===== src/rtl/mem_write_unit_pkg.sv =====
// Shared definitions for the sort controller's memory access engines:
// write-engine state encoding, response codes and read/write protocol constants.
package mem_write_unit_pkg;

  typedef enum logic [1:0] {
    ST_IDLE   = 2'd0,
    ST_SEND   = 2'd1,
    ST_WAIT_B = 2'd2,
    ST_DONE   = 2'd3
  } wr_state_e;

  localparam int RESP_OKAY = 0;

  // Sort controller read/write protocol constants
  typedef enum logic [1:0] {
    SORT_OP_NONE  = 2'd0,
    SORT_OP_READ  = 2'd1,
    SORT_OP_WRITE = 2'd2
  } sort_op_e;

  localparam int SORT_RD_BEATS = 1;
  localparam int SORT_WR_BEATS = 1;

  // Counter width able to hold 0..limit, never narrower than one bit
  function automatic int cnt_width(input int limit);
    int w;
    w = $clog2(limit + 1);
    return (w < 1) ? 1 : w;
  endfunction

endpackage


===== src/rtl/mem_write_unit_if.sv =====
// AXI-lite-style write port (AW/W/B) between a write engine (master) and memory (slave).
interface mem_write_unit_if #(
  parameter int ADDR_WDTH = 4,
  parameter int DATA_WDTH = 32,
  parameter int RESP_WDTH = 1
);

  logic                 aw_valid;
  logic                 aw_ready;
  logic [ADDR_WDTH-1:0] aw_addr;
  logic                 w_valid;
  logic                 w_ready;
  logic [DATA_WDTH-1:0] w_data;
  logic                 b_valid;
  logic                 b_ready;
  logic [RESP_WDTH-1:0] b_resp_in;

  modport master (
    output aw_valid, aw_addr, w_valid, w_data, b_ready,
    input  aw_ready, w_ready, b_valid, b_resp_in
  );

  modport slave (
    input  aw_valid, aw_addr, w_valid, w_data, b_ready,
    output aw_ready, w_ready, b_valid, b_resp_in
  );

endinterface


===== src/rtl/mem_write_unit.sv =====
// Single-beat write engine: takes one (addr, data) request from the sort controller,
// drives AW and W concurrently, waits (bounded) for B and reports the response.
module mem_write_unit
  import mem_write_unit_pkg::*;
#(
  parameter int ADDR_WDTH      = 4,
  parameter int DATA_WDTH      = 32,
  parameter int RESP_WDTH      = 1,
  parameter int TIMEOUT_CYCLES = 255
) (
  input  logic                  clk,
  input  logic                  rst_n,
  input  logic                  start,
  input  logic [ADDR_WDTH-1:0]  addr_in,
  input  logic [DATA_WDTH-1:0]  data_in,
  output logic                  done,
  output logic [RESP_WDTH-1:0]  b_resp,
  output logic                  timeout,
  output logic                  busy,
  mem_write_unit_if.master      mem
);

  localparam int                CNT_W   = cnt_width(TIMEOUT_CYCLES);
  localparam bit                TO_EN   = (TIMEOUT_CYCLES != 0);
  localparam logic [CNT_W-1:0]  CNT_END = CNT_W'((TIMEOUT_CYCLES > 0) ? TIMEOUT_CYCLES - 1 : 0);

  wr_state_e             state_reg, state_next;
  logic                  aw_sent_reg, aw_sent_next;
  logic                  w_sent_reg, w_sent_next;
  logic [CNT_W-1:0]      cnt_reg, cnt_next;
  logic [ADDR_WDTH-1:0]  aw_addr_reg, aw_addr_next;
  logic [DATA_WDTH-1:0]  w_data_reg, w_data_next;
  logic [RESP_WDTH-1:0]  b_resp_reg, b_resp_next;
  logic                  timeout_reg, timeout_next;

  logic aw_valid_c, w_valid_c, b_ready_c;
  logic aw_hs, w_hs;

  // Handshake outputs decode straight from state so reset removes them asynchronously
  assign aw_valid_c = (state_reg == ST_SEND) && !aw_sent_reg;
  assign w_valid_c  = (state_reg == ST_SEND) && !w_sent_reg;
  assign b_ready_c  = (state_reg == ST_WAIT_B);
  assign aw_hs      = aw_valid_c && mem.aw_ready;
  assign w_hs       = w_valid_c && mem.w_ready;

  always_ff @(posedge clk or negedge rst_n) begin
    if (!rst_n) begin
      state_reg   <= ST_IDLE;
      aw_sent_reg <= 1'b0;
      w_sent_reg  <= 1'b0;
      cnt_reg     <= '0;
      aw_addr_reg <= '0;
      w_data_reg  <= '0;
      b_resp_reg  <= '0;
      timeout_reg <= 1'b0;
    end else begin
      state_reg   <= state_next;
      aw_sent_reg <= aw_sent_next;
      w_sent_reg  <= w_sent_next;
      cnt_reg     <= cnt_next;
      aw_addr_reg <= aw_addr_next;
      w_data_reg  <= w_data_next;
      b_resp_reg  <= b_resp_next;
      timeout_reg <= timeout_next;
    end
  end

  always_comb begin
    state_next   = state_reg;
    aw_sent_next = aw_sent_reg;
    w_sent_next  = w_sent_reg;
    cnt_next     = cnt_reg;
    aw_addr_next = aw_addr_reg;
    w_data_next  = w_data_reg;
    b_resp_next  = b_resp_reg;
    timeout_next = timeout_reg;

    case (state_reg)
      ST_IDLE: begin
        if (start) begin
          aw_addr_next = addr_in;
          w_data_next  = data_in;
          aw_sent_next = 1'b0;
          w_sent_next  = 1'b0;
          cnt_next     = '0;
          b_resp_next  = RESP_WDTH'(RESP_OKAY);
          timeout_next = 1'b0;
          state_next   = ST_SEND;
        end
      end

      ST_SEND: begin
        aw_sent_next = aw_sent_reg || aw_hs;
        w_sent_next  = w_sent_reg || w_hs;
        cnt_next     = '0;
        if ((aw_sent_reg || aw_hs) && (w_sent_reg || w_hs)) begin
          state_next = ST_WAIT_B;
        end
      end

      ST_WAIT_B: begin
        cnt_next = cnt_reg + CNT_W'(1);
        // A response arriving on the expiry cycle still counts as a normal completion
        if (mem.b_valid) begin
          b_resp_next = mem.b_resp_in;
          state_next  = ST_DONE;
        end else if (TO_EN && (cnt_reg == CNT_END)) begin
          b_resp_next  = '1;
          timeout_next = 1'b1;
          state_next   = ST_DONE;
        end
      end

      ST_DONE: begin
        state_next = ST_IDLE;
      end

      default: begin
        state_next = ST_IDLE;
      end
    endcase
  end

  assign mem.aw_valid = aw_valid_c;
  assign mem.aw_addr  = aw_addr_reg;
  assign mem.w_valid  = w_valid_c;
  assign mem.w_data   = w_data_reg;
  assign mem.b_ready  = b_ready_c;

  assign done    = (state_reg == ST_DONE);
  assign busy    = (state_reg != ST_IDLE);
  assign b_resp  = b_resp_reg;
  assign timeout = timeout_reg;

endmodule


===== src/flat_wrapper.sv =====
// flat-port wrapper written by rule: the top's interface ports become plain ports
module mem_write_unit_flat import mem_write_unit_pkg::*;
#(
  parameter int ADDR_WDTH      = 4,
  parameter int DATA_WDTH      = 32,
  parameter int RESP_WDTH      = 1,
  parameter int TIMEOUT_CYCLES = 255
)
  (clk, rst_n, start, addr_in, data_in, done, b_resp, timeout, busy, mem_aw_valid, mem_aw_addr, mem_w_valid, mem_w_data, mem_b_ready, mem_aw_ready, mem_w_ready, mem_b_valid, mem_b_resp_in);
  mem_write_unit_if #(.ADDR_WDTH(ADDR_WDTH), .DATA_WDTH(DATA_WDTH), .RESP_WDTH(RESP_WDTH)) mem_i ();
  input  logic clk;
  input  logic rst_n;
  input  logic start;
  input  logic [ADDR_WDTH-1:0] addr_in;
  input  logic [DATA_WDTH-1:0] data_in;
  output logic done;
  output logic [RESP_WDTH-1:0] b_resp;
  output logic timeout;
  output logic busy;
  output wire logic [$bits(mem_i.aw_valid)-1:0] mem_aw_valid;
  output wire logic [$bits(mem_i.aw_addr)-1:0] mem_aw_addr;
  output wire logic [$bits(mem_i.w_valid)-1:0] mem_w_valid;
  output wire logic [$bits(mem_i.w_data)-1:0] mem_w_data;
  output wire logic [$bits(mem_i.b_ready)-1:0] mem_b_ready;
  input wire logic [$bits(mem_i.aw_ready)-1:0] mem_aw_ready;
  input wire logic [$bits(mem_i.w_ready)-1:0] mem_w_ready;
  input wire logic [$bits(mem_i.b_valid)-1:0] mem_b_valid;
  input wire logic [$bits(mem_i.b_resp_in)-1:0] mem_b_resp_in;
  assign mem_aw_valid = mem_i.aw_valid;
  assign mem_aw_addr = mem_i.aw_addr;
  assign mem_w_valid = mem_i.w_valid;
  assign mem_w_data = mem_i.w_data;
  assign mem_b_ready = mem_i.b_ready;
  assign mem_i.aw_ready = mem_aw_ready;
  assign mem_i.w_ready = mem_w_ready;
  assign mem_i.b_valid = mem_b_valid;
  assign mem_i.b_resp_in = mem_b_resp_in;
  mem_write_unit #(.ADDR_WDTH(ADDR_WDTH), .DATA_WDTH(DATA_WDTH), .RESP_WDTH(RESP_WDTH), .TIMEOUT_CYCLES(TIMEOUT_CYCLES)) u_core (.clk(clk), .rst_n(rst_n), .start(start), .addr_in(addr_in), .data_in(data_in), .done(done), .b_resp(b_resp), .timeout(timeout), .busy(busy), .mem(mem_i));
endmodule

===== config.mk =====
export PLATFORM = sky130hd
export DESIGN_NAME = mem_write_unit_flat
export DESIGN_NICKNAME = d
export VERILOG_FILES = /design/src/rtl/mem_write_unit_pkg.sv /design/src/rtl/mem_write_unit_if.sv /design/src/rtl/mem_write_unit.sv /design/src/flat_wrapper.sv
export SDC_FILE = /design/constraint.sdc
export NUM_CORES = 1
export LEC_CHECK = 0
export ABC_CLOCK_PERIOD_IN_PS = 2200
export CAP_MARGIN = 20
export CORE_UTILIZATION = 36
export CTS_BUF_LIST = sky130_fd_sc_hd__clkbuf_4
export CTS_CLUSTER_DIAMETER = 60
export DETAILED_ROUTE_END_ITERATION = 8
export PLACE_DENSITY = 0.68
export SYNTH_ARGS = -nofsm -noshare
export SYNTH_HDL_FRONTEND = slang
export SYNTH_SLANG_ARGS = --single-unit

===== constraint.sdc =====
create_clock -name clk -period 2.2 [get_ports clk]
set_clock_uncertainty 0.05 [all_clocks]
set_input_delay 0.44 -clock clk [delete_from_list [all_inputs] [get_ports clk]]
set_output_delay 0.44 -clock clk [all_outputs]
set_load 0.01 [all_outputs]

==> results by group, run 1 <==
Status
  – Status: finished with violations
  – Failing checks: negative hold slack

Timing
  – Tightest Pin Transition: 0.534 ns
  – Slew Viols, Final: 0
  – Final setup fails: 0
  – Rel. slew slack: 64.4%
  – RSZ-0062 raised after global routing: no
  – Final worst-path cycle share: 95.5%
  – Hold Slack: -0.00278 ns
  – Min cycle time layout: 2.10 ns
  – Setup TNS: 0 ns
  – Hold Vio Cnt, Final: 10
  – Max frequency: 476 MHz

Die
  – Die ar.: 6420 µm²
  – Initial Util: 37.3%
  – Die span in y: 80.1 µm
  – Row count: 28
  – I/O Pins: 86
  – Die outline width: 80.1 µm
  – Core ar.: 5890 µm²

Clock network
  – CTS tree: done
  – CTS H-tree lvls: 2
  – CTS sink cnt: 50
  – Root Driver: clkbuf_4
  – Reg clk slew, reported paths: 0.13 ns
  – CTS Buf Count: 5
  – Clk_lat worst skew: 0.35 ns
  – CTS max path bufs: 2

Synthesis
  – Distinct cells, synth: 28
  – Post-synth top area cell: dfrtp_1
  – EDFF count, synth: 0
  – Most frequent cell after synthesis: dfrtp_1
  – Synth Flop Type: dfrtp_1
  – Leading post-synthesis cells by cell area: dfrtp_1, mux2_2, ha_1
  – YS warnings: 0
  – Synth Area in Compound Gates: 6.44%
  – Async SR Flop Fraction: 100%
  – Simple-gate area share of the yosys netlist: 8.72%
  – Synthesized cell area: 2200 µm²
  – Syn nets: 222
  – Cells after synthesis: 171
  – Sequential-to-total area share from yosys stat: 57.0%
  – Synthesized flop and latch total: 50
  – Xor-xnor portion of the synthesized cell area: 0%
  – Main combinational cell family by area after synthesis: multiplexers
  – Post-synthesis adder-cell area fraction: 4.56%
  – Commonest cells in the netlist: dfrtp_1, mux2_2, a21oi_1, o21ai_0, ha_1
  – Multiplexer share of the synthesized area: 20.3%
  – Syn avg cell area: 12.8 µm²
  – Top cell type's share of synthesized area: 57.0%

Worst hold path
  – Hold Crit Class: in2async

Worst setup path
  – Crit start category: flop
  – CP required: 1.71 ns
  – Cell breakdown of the critical path: inv_2 -> ha_4 -> inv_1 -> clkdlybuf4s50_1
  – Crit-path max cell delay: 0.53 ns
  – Slowest CP cell: clkdlybuf4s50_1
  – CP endpoint kind: primary output
  – CP max FO: 5
  – Crit path DAT: 1.61 ns
  – Crit path kind: reg2out

Finish
  – Synth-to-layout area growth: 48.3%
  – Finished Layout Cells: 339
  – Share of cells above drive strength 1: 22.0%
  – # nets final: 315
  – Max FFs per register: 32
  – Fillcell total: 522
  – Diode count: 0

Global routing
  – Largest net degree at the start of global routing: 40
  – First-pass GRT wire length: 7450 µm
  – Initial antenna violation count: 0
  – Global route total overflow: 0
  – Vias in the first global route: 1617
  – Gr usage total: 15.1%

Routing
  – DRC viols: 0
  – First DRT Iteration DRCs: 99
  – Antenna-violating nets left: 0
  – Pre-antenna DRT Iters: 4
  – Vias per cell: 4.79
  – DR WL/cell: 13.3 µm
  – Detailed-route wire length: 4500 µm
  – Vias: 1624

Placement
  – Placed cells: 328
  – PortBufs: 85
  – Final HPWL DP: 3290 µm
  – Routability cong.: 0.779

Power and ir drop
  – Leakage: 1.38 nW
  – PwrDens: 1250 nW/µm²
  – VDD IR-drop max: 0.561 mV

Flow run
  – Max-cap violations: 0
-- final timing paths --
kind	from	end	slack, ns	depth (start not counted)
max reg2reg	u_core.state_reg[0]	u_core.cnt_reg[5]	0.42	7
min	rst_n	u_core.mem.w_data[6]	-0.003	1
min reg2reg	u_core.cnt_reg[6]	u_core.cnt_reg[6]	0.46	1
min in group clk	u_core.cnt_reg[6]	u_core.cnt_reg[6]	0.46	1
max in group asynchronous	rst_n	u_core.timeout	1.58	2
max	u_core.state_reg[0]	busy	0.1	4
-- layout make-up --
type	instances	area, µm²	share of cell area (%)
clock inverters	1	7.51	0.231
clock buffers	6	45.0	1.38
multi-input cells	108	907	27.9
flip-flops and latches	50	1250	38.4
well taps	75	93.8	2.88
inverters	6	22.5	0.692
repair buffers	93	930	28.5
-- critical path, delay by kind of cell (launching register included) --
| kind | cells | cell delay, ns |
|---|---|---|
| buffers and inverters | 3 | 0.67 |
| flip-flops | 1 | 0.40 |
| adder cells (fa/ha/maj) | 1 | 0.18 |
-- cell usage in the layout, fill, tap and decap left out, drive strengths merged --
cell           count
dlygate4sd2        3
o31ai              2
and2               2
nand3              4
a21oi              9
a21o               1
nor2b              5
nand2b             4
dfrtp             50
o21a               1
nand2              6
mux2i              3
mux2              37
nor3               1
o211ai             1
a22oi              1
dlymetal6s2s       1
ha                 8
buf                9
nor2               7
or4b               1
o22ai              1
inv                6
clkbuf             6
nand4              4
clkdlybuf4s50     80
o21ai              9
clkinvlp           1
or3                1
-- kinds of logic (layout without fill, tap and decap cells) --
| group | after synthesis | after routing |
|---|---|---|
| AND/OR/NAND/NOR | 35 | 35 |
| adder cells (fa/ha/maj) | 8 | 8 |
| AO/OA/AOI/OAI | 25 | 25 |
| multiplexers | 40 | 40 |
| flip-flops | 50 | 50 |
| buffers and inverters | 13 | 106 |
-- report_power, final --
part           leakage (nW)  internal, mW  switching, mW
clock network        0.0278         0.132          0.273
logic                 0.742          1.30          0.834
registers             0.613          1.31          0.208
-- layer usage --
layer  track usage [%]  share of wire (%)  up-vias
met5                 0                  0        -
met4              4.29               0.62        0
met2              25.5                 49       57
met1              18.1                 43      784
met3              5.45                7.3        4
li1                  -                  -      779
-- timing repair --
action                                  4_1_cts  5_1_grt
hold buffers                                  0        0
endpoints found under the setup margin        4        1
setup buffers                                 4        0
gates resized for setup                       8        2
pin swaps                                     0        0
-- metrics by stage --
stage	setup slack [ns]	utilization (%)	hold slack [ns]	power, mW	cell area [µm²]
floorplan	0.560	-	0.0944	2.56	2200
global placement	0.293	53.5	0.414	3.59	3150
detailed placement	0.253	53.5	0.407	3.63	3150
CTS	0.0264	55.1	0.00132	4.11	3240
global route	0.0164	55.3	0.0118	4.36	3260
finish	0.0996	55.3	-0.00278	4.06	3260
Note: power is estimated with default switching activity, not from simulation.
==> inputs of run 2 (changes only) <==
--- a/config.mk
+++ b/config.mk
@@ -12,6 +12,7 @@
 export CTS_CLUSTER_DIAMETER = 60
 export DETAILED_ROUTE_END_ITERATION = 8
 export PLACE_DENSITY = 0.68
+export SLEW_MARGIN = 20
 export SYNTH_ARGS = -nofsm -noshare
 export SYNTH_HDL_FRONTEND = slang
 export SYNTH_SLANG_ARGS = --single-unit
==> results of run 2 <==
Final layout, timing and power as in run 1 (identical DEF).
==> inputs of run 3 (changes only) <==
--- a/config.mk
+++ b/config.mk
@@ -6,7 +6,6 @@
 export NUM_CORES = 1
 export LEC_CHECK = 0
 export ABC_CLOCK_PERIOD_IN_PS = 2200
-export CAP_MARGIN = 20
 export CORE_UTILIZATION = 36
 export CTS_BUF_LIST = sky130_fd_sc_hd__clkbuf_4
 export CTS_CLUSTER_DIAMETER = 60
==> results of run 3 <==
Final layout, timing and power as in run 1 (identical DEF).
